### config.mk
export PLATFORM = sky130hd
export DESIGN_NAME = mem_arbiter_flat
export DESIGN_NICKNAME = d
export VERILOG_FILES = /design/src/rtl/mem_arbiter_if.sv /design/src/rtl/mem_arbiter.sv /design/src/flat_wrapper.sv
export SDC_FILE = /design/constraint.sdc
export NUM_CORES = 1
export LEC_CHECK = 0
export ABC_AREA = 1
export CORE_MARGIN = 5
export CORE_UTILIZATION = 36
export DETAILED_ROUTE_END_ITERATION = 7
export MAX_ROUTING_LAYER = met4
export PLACE_DENSITY = 0.81
export SKIP_CTS_REPAIR_TIMING = 1
export SYNTH_ARGS = -nofsm -noshare
export SYNTH_HDL_FRONTEND = slang
export SYNTH_SLANG_ARGS = --single-unit
### constraint.sdc
create_clock -name clk -period 1.3 [get_ports clk]
set_input_delay 0.195 -clock clk [delete_from_list [all_inputs] [get_ports clk]]
set_output_delay 0.195 -clock clk [all_outputs]
set_load 0.005 [all_outputs]
### src/rtl/mem_arbiter_if.sv
// Signal bundle for mem_arbiter: fetch port, data port and the memory side.
// The master modport is the arbiter; the slave modport is the core/memory environment.
interface mem_arbiter_if #(
  parameter int DATA_WIDTH = 32,
  parameter int ADDR_WIDTH = 32
);
  logic                  i_if_req;
  logic [ADDR_WIDTH-1:0] i_if_addr;
  logic [DATA_WIDTH-1:0] o_if_rdata;
  logic                  o_if_valid;

  logic                  i_d_req;
  logic                  i_d_we;
  logic [ADDR_WIDTH-1:0] i_d_addr;
  logic [DATA_WIDTH-1:0] i_d_wdata;
  logic [3:0]            i_d_be;
  logic [DATA_WIDTH-1:0] o_d_rdata;
  logic                  o_d_valid;

  logic                  o_mem_req;
  logic                  o_mem_we;
  logic [ADDR_WIDTH-1:0] o_mem_addr;
  logic [DATA_WIDTH-1:0] o_mem_wdata;
  logic [3:0]            o_mem_be;
  logic                  i_mem_ack;
  logic [DATA_WIDTH-1:0] i_mem_rdata;

  logic                  o_stall;
  logic                  o_err;

  modport master (
    input  i_if_req, i_if_addr, i_d_req, i_d_we, i_d_addr, i_d_wdata, i_d_be,
    input  i_mem_ack, i_mem_rdata,
    output o_if_rdata, o_if_valid, o_d_rdata, o_d_valid,
    output o_mem_req, o_mem_we, o_mem_addr, o_mem_wdata, o_mem_be,
    output o_stall, o_err
  );

  modport slave (
    output i_if_req, i_if_addr, i_d_req, i_d_we, i_d_addr, i_d_wdata, i_d_be,
    output i_mem_ack, i_mem_rdata,
    input  o_if_rdata, o_if_valid, o_d_rdata, o_d_valid,
    input  o_mem_req, o_mem_we, o_mem_addr, o_mem_wdata, o_mem_be,
    input  o_stall, o_err
  );
endinterface

### src/rtl/mem_arbiter.sv
// Fetch/data arbiter for a single-port, variable-latency unified memory.
// Define MEM_ARB_TIMEOUT_EN to abort accesses that wait TIMEOUT_CYCLES without an ack.
module mem_arbiter #(
  parameter int DATA_WIDTH     = 32,
  parameter int ADDR_WIDTH     = 32,
  parameter int TIMEOUT_CYCLES = 255
) (
  input logic           clk,
  input logic           rst,
  mem_arbiter_if.master bus
);

  typedef enum logic [1:0] {IDLE, FETCH, DATA, DONE} state_t;

  state_t state;
  state_t next_state;
  logic   last_grant;   // 0 = fetch served last, 1 = data served last
  logic   grant_d;
  logic   grant_if;
  logic   waiting;
  logic   timeout;

  if (TIMEOUT_CYCLES < 1 || TIMEOUT_CYCLES > 65535) begin : g_bad_timeout
    $error("mem_arbiter: TIMEOUT_CYCLES must be in 1..65535");
  end

  // Data wins unless both request and data was the last one served.
  assign grant_d  = bus.i_d_req & (~bus.i_if_req | ~last_grant);
  assign grant_if = bus.i_if_req & ~grant_d;
  assign waiting  = (state == FETCH) || (state == DATA);

`ifdef MEM_ARB_TIMEOUT_EN
  logic [15:0] wait_cnt;

  // Every FETCH/DATA is entered from IDLE, so clearing there starts each access at zero.
  always_ff @(posedge clk) begin
    if (rst) begin
      wait_cnt <= '0;
    end else if (state == IDLE) begin
      wait_cnt <= '0;
    end else if (waiting) begin
      wait_cnt <= wait_cnt + 16'd1;
    end
  end

  assign timeout = waiting && !bus.i_mem_ack && (wait_cnt == 16'(TIMEOUT_CYCLES - 1));
`else
  assign timeout = 1'b0;
`endif

  always_ff @(posedge clk) begin
    if (rst) begin
      state <= IDLE;
    end else begin
      state <= next_state;
    end
  end

  // NOTE: next_state gets its default before the case so no path leaves it unassigned (no latch).
  always_comb begin
    next_state = state;
    case (state)
      IDLE: begin
        if (grant_d) begin
          next_state = DATA;
        end else if (grant_if) begin
          next_state = FETCH;
        end
      end
      FETCH, DATA: begin
        if (bus.i_mem_ack || timeout) begin
          next_state = DONE;
        end
      end
      DONE:    next_state = IDLE;
      default: next_state = IDLE;
    endcase
  end

  // NOTE: registered outputs use non-blocking assignments so every flop samples pre-edge values.
  always_ff @(posedge clk) begin
    if (rst) begin
      last_grant      <= 1'b0;
      bus.o_mem_req   <= 1'b0;
      bus.o_mem_we    <= 1'b0;
      bus.o_mem_addr  <= '0;
      bus.o_mem_wdata <= '0;
      bus.o_mem_be    <= '0;
      bus.o_if_rdata  <= '0;
      bus.o_if_valid  <= 1'b0;
      bus.o_d_rdata   <= '0;
      bus.o_d_valid   <= 1'b0;
      bus.o_err       <= 1'b0;
    end else begin
      bus.o_if_valid <= 1'b0;
      bus.o_d_valid  <= 1'b0;
      case (state)
        IDLE: begin
          if (grant_d) begin
            last_grant      <= 1'b1;
            bus.o_mem_req   <= 1'b1;
            bus.o_mem_we    <= bus.i_d_we;
            bus.o_mem_addr  <= bus.i_d_addr;
            bus.o_mem_wdata <= bus.i_d_wdata;
            bus.o_mem_be    <= bus.i_d_be;
          end else if (grant_if) begin
            last_grant      <= 1'b0;
            bus.o_mem_req   <= 1'b1;
            bus.o_mem_we    <= 1'b0;
            bus.o_mem_addr  <= bus.i_if_addr;
            bus.o_mem_wdata <= '0;
            bus.o_mem_be    <= 4'hF;
          end
        end
        FETCH, DATA: begin
          // An aborted access still completes with a valid pulse, carrying zero data.
          if (bus.i_mem_ack || timeout) begin
            bus.o_mem_req <= 1'b0;
            bus.o_err     <= bus.o_err | timeout;
            if (state == FETCH) begin
              bus.o_if_rdata <= timeout ? '0 : bus.i_mem_rdata;
              bus.o_if_valid <= 1'b1;
            end else begin
              bus.o_d_rdata  <= timeout ? '0 : bus.i_mem_rdata;
              bus.o_d_valid  <= 1'b1;
            end
          end
        end
        default: ;
      endcase
    end
  end

  assign bus.o_stall = (bus.i_if_req & ~bus.o_if_valid) | (bus.i_d_req & ~bus.o_d_valid);

endmodule
### src/flat_wrapper.sv
// flat-port wrapper written by rule: the top's interface ports become plain ports
module mem_arbiter_flat 
#(
  parameter int DATA_WIDTH     = 32,
  parameter int ADDR_WIDTH     = 32,
  parameter int TIMEOUT_CYCLES = 255
)
  (clk, rst, bus_i_if_req, bus_i_if_addr, bus_i_d_req, bus_i_d_we, bus_i_d_addr, bus_i_d_wdata, bus_i_d_be, bus_i_mem_ack, bus_i_mem_rdata, bus_o_if_rdata, bus_o_if_valid, bus_o_d_rdata, bus_o_d_valid, bus_o_mem_req, bus_o_mem_we, bus_o_mem_addr, bus_o_mem_wdata, bus_o_mem_be, bus_o_stall, bus_o_err);
  mem_arbiter_if #(.DATA_WIDTH(DATA_WIDTH), .ADDR_WIDTH(ADDR_WIDTH)) bus_i ();
  input logic clk;
  input logic rst;
  input wire logic [$bits(bus_i.i_if_req)-1:0] bus_i_if_req;
  input wire logic [$bits(bus_i.i_if_addr)-1:0] bus_i_if_addr;
  input wire logic [$bits(bus_i.i_d_req)-1:0] bus_i_d_req;
  input wire logic [$bits(bus_i.i_d_we)-1:0] bus_i_d_we;
  input wire logic [$bits(bus_i.i_d_addr)-1:0] bus_i_d_addr;
  input wire logic [$bits(bus_i.i_d_wdata)-1:0] bus_i_d_wdata;
  input wire logic [$bits(bus_i.i_d_be)-1:0] bus_i_d_be;
  input wire logic [$bits(bus_i.i_mem_ack)-1:0] bus_i_mem_ack;
  input wire logic [$bits(bus_i.i_mem_rdata)-1:0] bus_i_mem_rdata;
  output wire logic [$bits(bus_i.o_if_rdata)-1:0] bus_o_if_rdata;
  output wire logic [$bits(bus_i.o_if_valid)-1:0] bus_o_if_valid;
  output wire logic [$bits(bus_i.o_d_rdata)-1:0] bus_o_d_rdata;
  output wire logic [$bits(bus_i.o_d_valid)-1:0] bus_o_d_valid;
  output wire logic [$bits(bus_i.o_mem_req)-1:0] bus_o_mem_req;
  output wire logic [$bits(bus_i.o_mem_we)-1:0] bus_o_mem_we;
  output wire logic [$bits(bus_i.o_mem_addr)-1:0] bus_o_mem_addr;
  output wire logic [$bits(bus_i.o_mem_wdata)-1:0] bus_o_mem_wdata;
  output wire logic [$bits(bus_i.o_mem_be)-1:0] bus_o_mem_be;
  output wire logic [$bits(bus_i.o_stall)-1:0] bus_o_stall;
  output wire logic [$bits(bus_i.o_err)-1:0] bus_o_err;
  assign bus_i.i_if_req = bus_i_if_req;
  assign bus_i.i_if_addr = bus_i_if_addr;
  assign bus_i.i_d_req = bus_i_d_req;
  assign bus_i.i_d_we = bus_i_d_we;
  assign bus_i.i_d_addr = bus_i_d_addr;
  assign bus_i.i_d_wdata = bus_i_d_wdata;
  assign bus_i.i_d_be = bus_i_d_be;
  assign bus_i.i_mem_ack = bus_i_mem_ack;
  assign bus_i.i_mem_rdata = bus_i_mem_rdata;
  assign bus_o_if_rdata = bus_i.o_if_rdata;
  assign bus_o_if_valid = bus_i.o_if_valid;
  assign bus_o_d_rdata = bus_i.o_d_rdata;
  assign bus_o_d_valid = bus_i.o_d_valid;
  assign bus_o_mem_req = bus_i.o_mem_req;
  assign bus_o_mem_we = bus_i.o_mem_we;
  assign bus_o_mem_addr = bus_i.o_mem_addr;
  assign bus_o_mem_wdata = bus_i.o_mem_wdata;
  assign bus_o_mem_be = bus_i.o_mem_be;
  assign bus_o_stall = bus_i.o_stall;
  assign bus_o_err = bus_i.o_err;
  mem_arbiter #(.DATA_WIDTH(DATA_WIDTH), .ADDR_WIDTH(ADDR_WIDTH), .TIMEOUT_CYCLES(TIMEOUT_CYCLES)) u_core (.clk(clk), .rst(rst), .bus(bus_i));
endmodule
Word-level counts from Yosys, hierarchy flattened
Index checks and enable logic that the tools add are counted.
Storage, ports and cells
  output and inout bits: 138
  register bits: 139
Cells by class
  reduce and logical (&&, ||, !) cells: 10
  multiplexer cells: 19
  equality and inequality tests: 5
  bitwise logic cells: 14
Operator list (count)
  $mux W32: 4
  $reduce_and A3 Y1: 3
  $mux W1: 8
  $mux W4: 2
  $not A1 Y1: 8
  $mux W2: 3
  $pmux W2 S3: 1
  $and A1 B1 Y1: 4
  $eq A2 B2 Y1 const B: 2
  $reduce_and A2 Y1: 2
  $reduce_bool A2 Y1: 2
  $ne A3 B1 Y1 const B: 1
  $reduce_or A3 Y1: 1
  $eq A2 B1 Y1 const B: 1
  $logic_not A2 Y1: 1
  $ne A2 B2 Y1 const B: 1
  $or A1 B1 Y1: 2
  $pmux W1 S2: 1
  $reduce_or A2 Y1: 1

Longest topological paths before layout
Gate-level depths: netlist of run 1.
  depth after elaboration: 8
  mapped depth: 8

Worst setup path after synthesis of run 1
OpenSTA, ideal clock, no wires.
  path type: register to register
  start: register u_core.state[0]
  end: register u_core.bus.o_if_rdata[21]
  path slack: -0.180 ns
  data arrival time: 1.351 ns
  stages on the path, launching flop included: 7
  library setup time: 0.128 ns
  required time: 1.172 ns
  path buffers: 2
  clock period less this slack: 1.480 ns
  path through: dfxtp_1 > inv_1 > ha_1 > nand3_1 > buf_2 > clkbuf_1 > a21oi_1
Between the ends
  cells in the longest elaborated chain, start to end: 3
  elaborated cells between the ends (all ways): 4
  classes of those cells: eq/ne (2); reduce/logical (2)
Ends and longest elaborated chain
  from (decl): RTL line mem_arbiter.sv:15  | state_t state;
  from (signal assigned): RTL line mem_arbiter.sv:55  | state <= next_state;
  $eq A2 B1 Y1 or $eq A2 B2 Y1 (tied branches)
  $reduce_or A2 Y1: RTL line mem_arbiter.sv:97  | case (state)
  $reduce_and A3 Y1 (no line) (*)
  to (signal assigned): RTL line mem_arbiter.sv:121  | bus.o_if_rdata <= timeout ? '0 : bus.i_mem_rdata;
  to (decl): RTL line mem_arbiter_if.sv:34  | output o_if_rdata, o_if_valid, o_d_rdata, o_d_valid,
Every way passes the cells marked *; elsewhere a longest branch is shown, timed or not.
A chain may end at the register's enable or synchronous reset.

Final worst setup path of run 1
  start: register u_core.state[1]
  end: register u_core.bus.o_d_rdata[26]
Between the ends
  cells in the longest elaborated chain, start to end: 3
  elaborated cells between the ends (all ways): 5
  classes of those cells: eq/ne (2); bitwise (1); reduce/logical (2)
Ends and longest elaborated chain
  $eq A2 B1 Y1 or $eq A2 B2 Y1 (tied branches)
  $reduce_or A2 Y1 or $not A1 Y1 (tied branches)
  $reduce_and A3 Y1 (no line) (*)
  to (signal assigned): RTL line mem_arbiter.sv:124  | bus.o_d_rdata <= timeout ? '0 : bus.i_mem_rdata;
  to (decl): RTL line mem_arbiter_if.sv:34
Marks and branches as above.

==> run summary, run 1 <==
Antenna Violating Nets Remaining: 0
failing checks: setup timing
area growth from synthesis to layout: 85.3%
Yosys warning count: 0
Num Clock Sinks: 139
Startpoint Class: flop
Cells after Synth: 733
VDD IR max: 1130 uV
maxcap violations: 0
worst-path fanout max: 5
critical path class: flop to flop
chip height: 133 um
Post-DP Area: 8540 um^2
Vias: 5860
Cells after DPL: 1181
DIE AREA: 17700 um^2
worst-skew pair later-pin latency: 0.41 ns
setup ws final: -0.151 ns
Crit path arrival time: 1.75 ns
RSZ-0062 raised after global routing: true
register area share after synthesis: 0.511
# fillers: 1125
status: finished with violations
Iter 0 DRT Violations: 189
root buffer cell: clkbuf_16
Row Count: 45
initial antenna violation count: 0
fin cells: 1224
Post-Route Skew: 0.00741 ns
gpl congestion: 0.866
Slew Viols, Final: 0
Vias/cell: 4.79
met3 Usage GRT: 0.0798
core region area: 15000 um^2
clk buf depth: 2
First-pass DRT Iterations: 4
ant diodes: 0
WL per Instance: 16.5 um
Layout Nets: 1166
HP Class: input pin to flop
multi-input logic area: 2490 um^2
Starting Density: 0.362
post-DP HPWL: 13000 um
WP data required: 1.60 ns
grt met2 use: 0.329
final core occ: 0.671
fin area: 10100 um^2
mapped cell area: 5450 um^2
Final min period: 1.45 ns
Leak: 6.19 nW
Synth cell types: 20
I/O Buffers: 274
Total GRT Usage: 0.202
# setup viols final: 55
CTS tree: built
overall power: 18.1 mW
grt ovf: 0
Crit. End Element: flop
CTS buffer count: 17
first-pass GRT wire length: 27800 um
met1 Usage GRT: 0.225
Final Hold Fails: 0
routed wire length: 20200 um
fmax: 0.689 GHz
post-synthesis sequential element count: 139
drt drc: 0
H-tree level count: 4
Post-Syn Nets: 875
vias in the first global route: 5432
Mapped Avg Cell Area: 7.43 um^2
Die Wd: 133 um
Ports: 276
TNS Setup: -4.18 ns
register area: 2800 um^2
fin crit share: 1.12
largest net degree at the start of global routing: 72
GR peak layer: met2
CTS clk-pin slew, worst paths: 0.06 ns
fraction of layout cells with a size suffix above 1: 0.167
pwr/cell area: 1790 nW/um^2
-- metal layers --
layer / share of wire / wire [um]
met1: 0.39 / 7920
met2: 0.50 / 10000
met3: 0.092 / 1860
met4: 0.019 / 386
met5: 0 / 0
-- worst max-delay path, cell delays in order (launching register included) --
cell and delay, ns:
dfxtp_2 0.33, inv_2 0.05, ha_4 0.30, nand2_4 0.05, nor2_4 0.17, inv_4 0.09
buf_4 0.17, nor2_1 0.12, nor2_1 0.07
-- path summary, 6_finish.rpt --
| kind | start | to | slack, ns | cells past startpoint |
|---|---|---|---|---|
| worst min register to register | u_core.bus.o_if_rdata[3] | u_core.bus.o_if_rdata[3] | 0.44 | 2 |
| worst max-delay path | u_core.state[1] | u_core.bus.o_d_rdata[26] | -0.15 | 8 |
| worst max register to register | u_core.state[1] | u_core.bus.o_d_rdata[26] | -0.15 | 8 |
| worst min-delay path | rst | u_core.bus.o_mem_wdata[3] | 0.26 | 3 |
-- layout by cell type, fill, tap and decap left out, types with 4 or more instances in the layout --
cell type	synthesis	layout
a21oi_1	88	68
a21oi_2	10	30
buf_12	0	10
buf_4	4	20
buf_8	0	4
bufinv_16	0	4
clkbuf_16	0	26
clkdlybuf4s50_1	0	135
clkinv_4	0	4
dfxtp_1	139	129
dfxtp_2	0	10
dlymetal6s2s_1	0	138
inv_1	43	40
nand2_1	228	214
nand2_2	12	19
nand2_4	2	8
nor2_1	79	60
nor2_2	1	12
nor2_4	0	8
o21ai_0	70	66
-- cell families (layout without fill, tap and decap cells) --
kind of cell	after synthesis	in the layout	synth area share
fa+ha+maj	4	4	0.00919
buf+inv	94	397	0.0820
other cells	1	1	0.000689
simple gates	326	326	0.235
compound gates	169	169	0.162
flops	139	139	0.511
-- sequential cells by signal, indices dropped and copies added (netlist names) --
| register | count |
|---|---|
| u_core.bus.o_mem_addr | 32 |
| u_core.state | 2 |
| u_core.bus.o_mem_req | 1 |
| u_core.bus.o_if_valid | 1 |
| u_core.bus.o_d_rdata | 32 |
| u_core.bus.o_mem_we | 1 |
| u_core.bus.o_mem_wdata | 32 |
| u_core.bus.o_if_rdata | 32 |
| u_core.bus.o_mem_be | 4 |
| u_core.last_grant | 1 |
| u_core.bus.o_d_valid | 1 |
-- area by class of cell --
| cell class | count | area share |
|---|---|---|
| Timing Repair Buffer | 320 | 0.372 |
| Sequential cell | 139 | 0.277 |
| Multi-Input combinational cell | 500 | 0.247 |
| Clock buffer | 22 | 0.0460 |
| Tap cell | 188 | 0.0233 |
| Inverter | 46 | 0.0189 |
| Clock inverter | 9 | 0.0161 |
-- stage by stage --
| step | hold WS [ns] | setup WS (ns) |
|---|---|---|
| 2_1_floorplan | 0.330 | -0.0282 |
| 3_3_place_gp | 0.430 | -0.306 |
| 3_5_place_dp | 0.434 | -0.321 |
| 4_1_cts | 0.266 | -0.322 |
| 5_1_grt | 0.273 | -0.200 |
| 6_report | 0.262 | -0.151 |
-- cells in the mapped netlist --
cell | count | share of area
a21oi_1 | 88 | 0.081
a21oi_2 | 10 | 0.016
buf_2 | 15 | 0.014
buf_4 | 4 | 0.0055
buf_6 | 8 | 0.017
clkbuf_1 | 21 | 0.014
conb_1 | 1 | 0.00069
dfxtp_1 | 139 | 0.51
ha_1 | 4 | 0.0092
inv_1 | 43 | 0.030
inv_2 | 3 | 0.0021
nand2_1 | 228 | 0.16
nand2_2 | 12 | 0.014
nand2_4 | 2 | 0.0041
nand3_1 | 3 | 0.0028
nand4_1 | 1 | 0.0011
nor2_1 | 79 | 0.054
nor2_2 | 1 | 0.0011
o21ai_0 | 70 | 0.064
o22ai_1 | 1 | 0.0011
-- power breakdown --
part	leakage (nW)	internal, mW	switching (mW)
Clock	0.301	3.32	1.86
Combinational	4.75	3.73	3.34
Sequential	1.14	5.31	0.519
No activity file was read; power rests on OpenSTA's default activity.
==> inputs of run 2 (changes only) <==
--- a/config.mk
+++ b/config.mk
@@ -5,12 +5,11 @@
 export SDC_FILE = /design/constraint.sdc
 export NUM_CORES = 1
 export LEC_CHECK = 0
-export ABC_AREA = 1
 export CORE_MARGIN = 5
-export CORE_UTILIZATION = 36
+export CORE_UTILIZATION = 35
 export DETAILED_ROUTE_END_ITERATION = 7
 export MAX_ROUTING_LAYER = met4
-export PLACE_DENSITY = 0.81
+export PLACE_DENSITY = 0.82
 export SKIP_CTS_REPAIR_TIMING = 1
 export SYNTH_ARGS = -nofsm -noshare
 export SYNTH_HDL_FRONTEND = slang
==> run 2 against run 1 <==
- first-iteration DRC count increased by 59%
- the flow still finishes with violations (setup timing)
- clock power decreased by 6.2%
- register-to-register slack worse by 0.02 ns
- cell count is 12% lower
- wire length down 0.90%
- setup slack worse by 0.017 ns
- via count down 6.9%
- count of clock-buffer cells in the layout fell by 2
- fmax shrank 1.2%
==> run summary, run 2 <==
largest net degree at the start of global routing: 69
status: finished with violations
root buffer cell: clkbuf_16
grt ovf: 0
First-pass DRT Iterations: 4
Total GRT Usage: 0.194
CTS buffer count: 17
leading area contributor after synthesis: dfxtp_1
final core occ: 0.726
Leak: 5.96 nW
max_slew headroom: 0.653
VDD IR max: 1050 uV
Cells after Synth: 581
CTS clk-pin slew, worst paths: 0.06 ns
Num Clock Sinks: 139
top-area cell type share of the netlist area: 0.555
Final min period: 1.47 ns
commonest cells after routing, fill and taps aside: nand2_1, dlymetal6s2s_1, clkdlybuf4s50_1, dfxtp_1, a21oi_1
r2r setup slk: -0.17 ns
failing checks: setup timing
worst-path fanout max: 16
Vias: 5453
Sw Ratio: 0.317
HP Class: input pin to flop
DIE AREA: 16800 um^2
Die Wd: 130 um
Clk network pwr share: 0.252
setup ws final: -0.169 ns
Slew Viols, Final: 0
Post-Syn Nets: 723
Final Hold Fails: 0
I/O Buffers: 274
Pint: 13.2 mW
WL per Instance: 18.6 um
worst-skew pair later-pin latency: 0.41 ns
fin crit share: 1.13
DR WL met2: 10200 um
mapped cell area: 5010 um^2
WP data required: 1.63 ns
commonest non-fill, non-tap cell in the layout: nand2_1
Yosys warning count: 0
Psw: 6.11 mW
Buf/Inv on CP: 2
TNS Setup: -9.62 ns
chip height: 130 um
Synth cell types: 32
vias in the first global route: 4914
Largest stage delay, worst path: 0.33 ns
fmax: 0.681 GHz
Post-Route Skew: 0.00979 ns
Vias/cell: 5.06
overall power: 19.3 mW
fraction of layout cells with a size suffix above 1: 0.215
number of synthesized flops with an enable pin: 0
Ports: 276
routed wire length: 20000 um
register share of total power: 0.300
met3 wire len: 1790 um
met1 wire length: 7610 um
Commonest cells post-synth: nand2_1, dfxtp_1, a21oi_1
pwr/cell area: 1910 nW/um^2
post-DP HPWL: 11700 um
Synth area leaders: dfxtp_1, nand2_1, a21oi_1, a22o_1, a31oi_1
# setup viols final: 129
RSZ-0062 raised after global routing: true
area growth from synthesis to layout: 102%
Antenna Violating Nets Remaining: 0
gpl congestion: 0.775
maxcap violations: 0
initial antenna violation count: 2
post-synthesis sequential element count: 139
Startpoint Class: flop
core region area: 13900 um^2
register area share after synthesis: 0.555
CP cell instances: buf_4 -> ha_2 -> and3b_2 -> clkbuf_16 -> nand2_1 -> a21oi_1
first-pass GRT wire length: 24700 um
uppermost layer routed: met4
Mapped Avg Cell Area: 8.62 um^2
top-count cell post-synth: nand2_1
CP top delay family: simple AND/OR/NAND/NOR gates
Iter 0 DRT Violations: 300
Worst Tran Pin Value: 0.521 ns
critical path class: flop to flop
Crit path arrival time: 1.80 ns
Main synth FF type: dfxtp_1
drt drc: 0
Layout Nets: 1025
FFs w/ async S/R, synth: 0
Comb power frac: 0.448
slowest CP cell: dfxtp_2
Row Count: 43
CTS tree: built
Crit. End Element: flop
clk buf depth: 2
H-tree level count: 4
Starting Density: 0.360
pre-CTS WS: -0.485 ns
[run 2: cell count changes after synthesis, moves of 12 or more]
cell / previous run / this run
a21oi_1: 88 / 66
a22o_1: 0 / 33
a31oi_1: 0 / 32
inv_1: 43 / 5
nand2_1: 228 / 193
nand2_2: 12 / 0
nor2_1: 79 / 5
o21ai_0: 70 / 32
[run 2: cell families (layout without fill, tap and decap cells)]
kind of cell	count (synthesis)	after routing	synth area share
DFF	139	139	0.555
other	1	3	0.000748
buffers and inverters	53	368	0.0497
and+or+nand+nor	205	205	0.158
AOI/OAI and AO/OA	178	178	0.224
adders and majority gates	4	4	0.00999
muxes	1	1	0.00200
[run 2: power by group through the flow]
stage               sequential (mW)  clock (mW)  combinational [mW]
finish                         5.79        4.86                8.63
CTS                            5.70        4.94                6.08
floorplan                      5.84           0                2.69
global route                   5.90        5.15                9.13
detailed placement             5.78           0                6.04
global placement               5.74           0                5.98
[run 2: metal layers]
metal	vias up	global-route usage
li1	2604	-
met1	2587	0.208
met2	236	0.322
met3	26	0.0775
met4	0	0.0740
met5	-	-
[run 2: final timing paths]
path / start / to / cells after the start
hold reg to reg: u_core.bus.o_d_rdata[23] / u_core.bus.o_d_rdata[23] / 2
setup reg to reg: u_core.state[0] / u_core.bus.o_d_rdata[29] / 6
hold / removal: rst / u_core.last_grant / 3
setup / recovery: u_core.state[0] / u_core.bus.o_d_rdata[29] / 6
[run 2: area by class of cell]
| cell class | count | area, um^2 |
|---|---|---|
| diodes | 2 | 5.00 |
| clock buffers | 20 | 447 |
| clock inverters | 12 | 148 |
| fillers | 930 | 3820 |
| inverters | 5 | 18.8 |
| multi-input cells | 389 | 2510 |
| flip-flops and latches | 139 | 2790 |
| well taps | 180 | 225 |
| repair buffers | 331 | 3970 |
[run 2: per-stage QoR]
step / std cells / cell area [um^2] / hold WS (ns)
floorplan: 581 / 5090 / 0.314
global placement: 1013 / 8110 / 0.441
detailed placement: 1013 / 8110 / 0.446
CTS: 1045 / 8700 / 0.100
global route: 1078 / 10100 / 0.130
finish: 1078 / 10100 / 0.136
[run 2: worst register-to-register path, stage by stage, from the launching register on]
cell and delay (ns):
dfxtp_2 0.33, buf_4 0.13, ha_2 0.20, and3b_2 0.30
clkbuf_16 0.20, nand2_1 0.08, a21oi_1 0.16
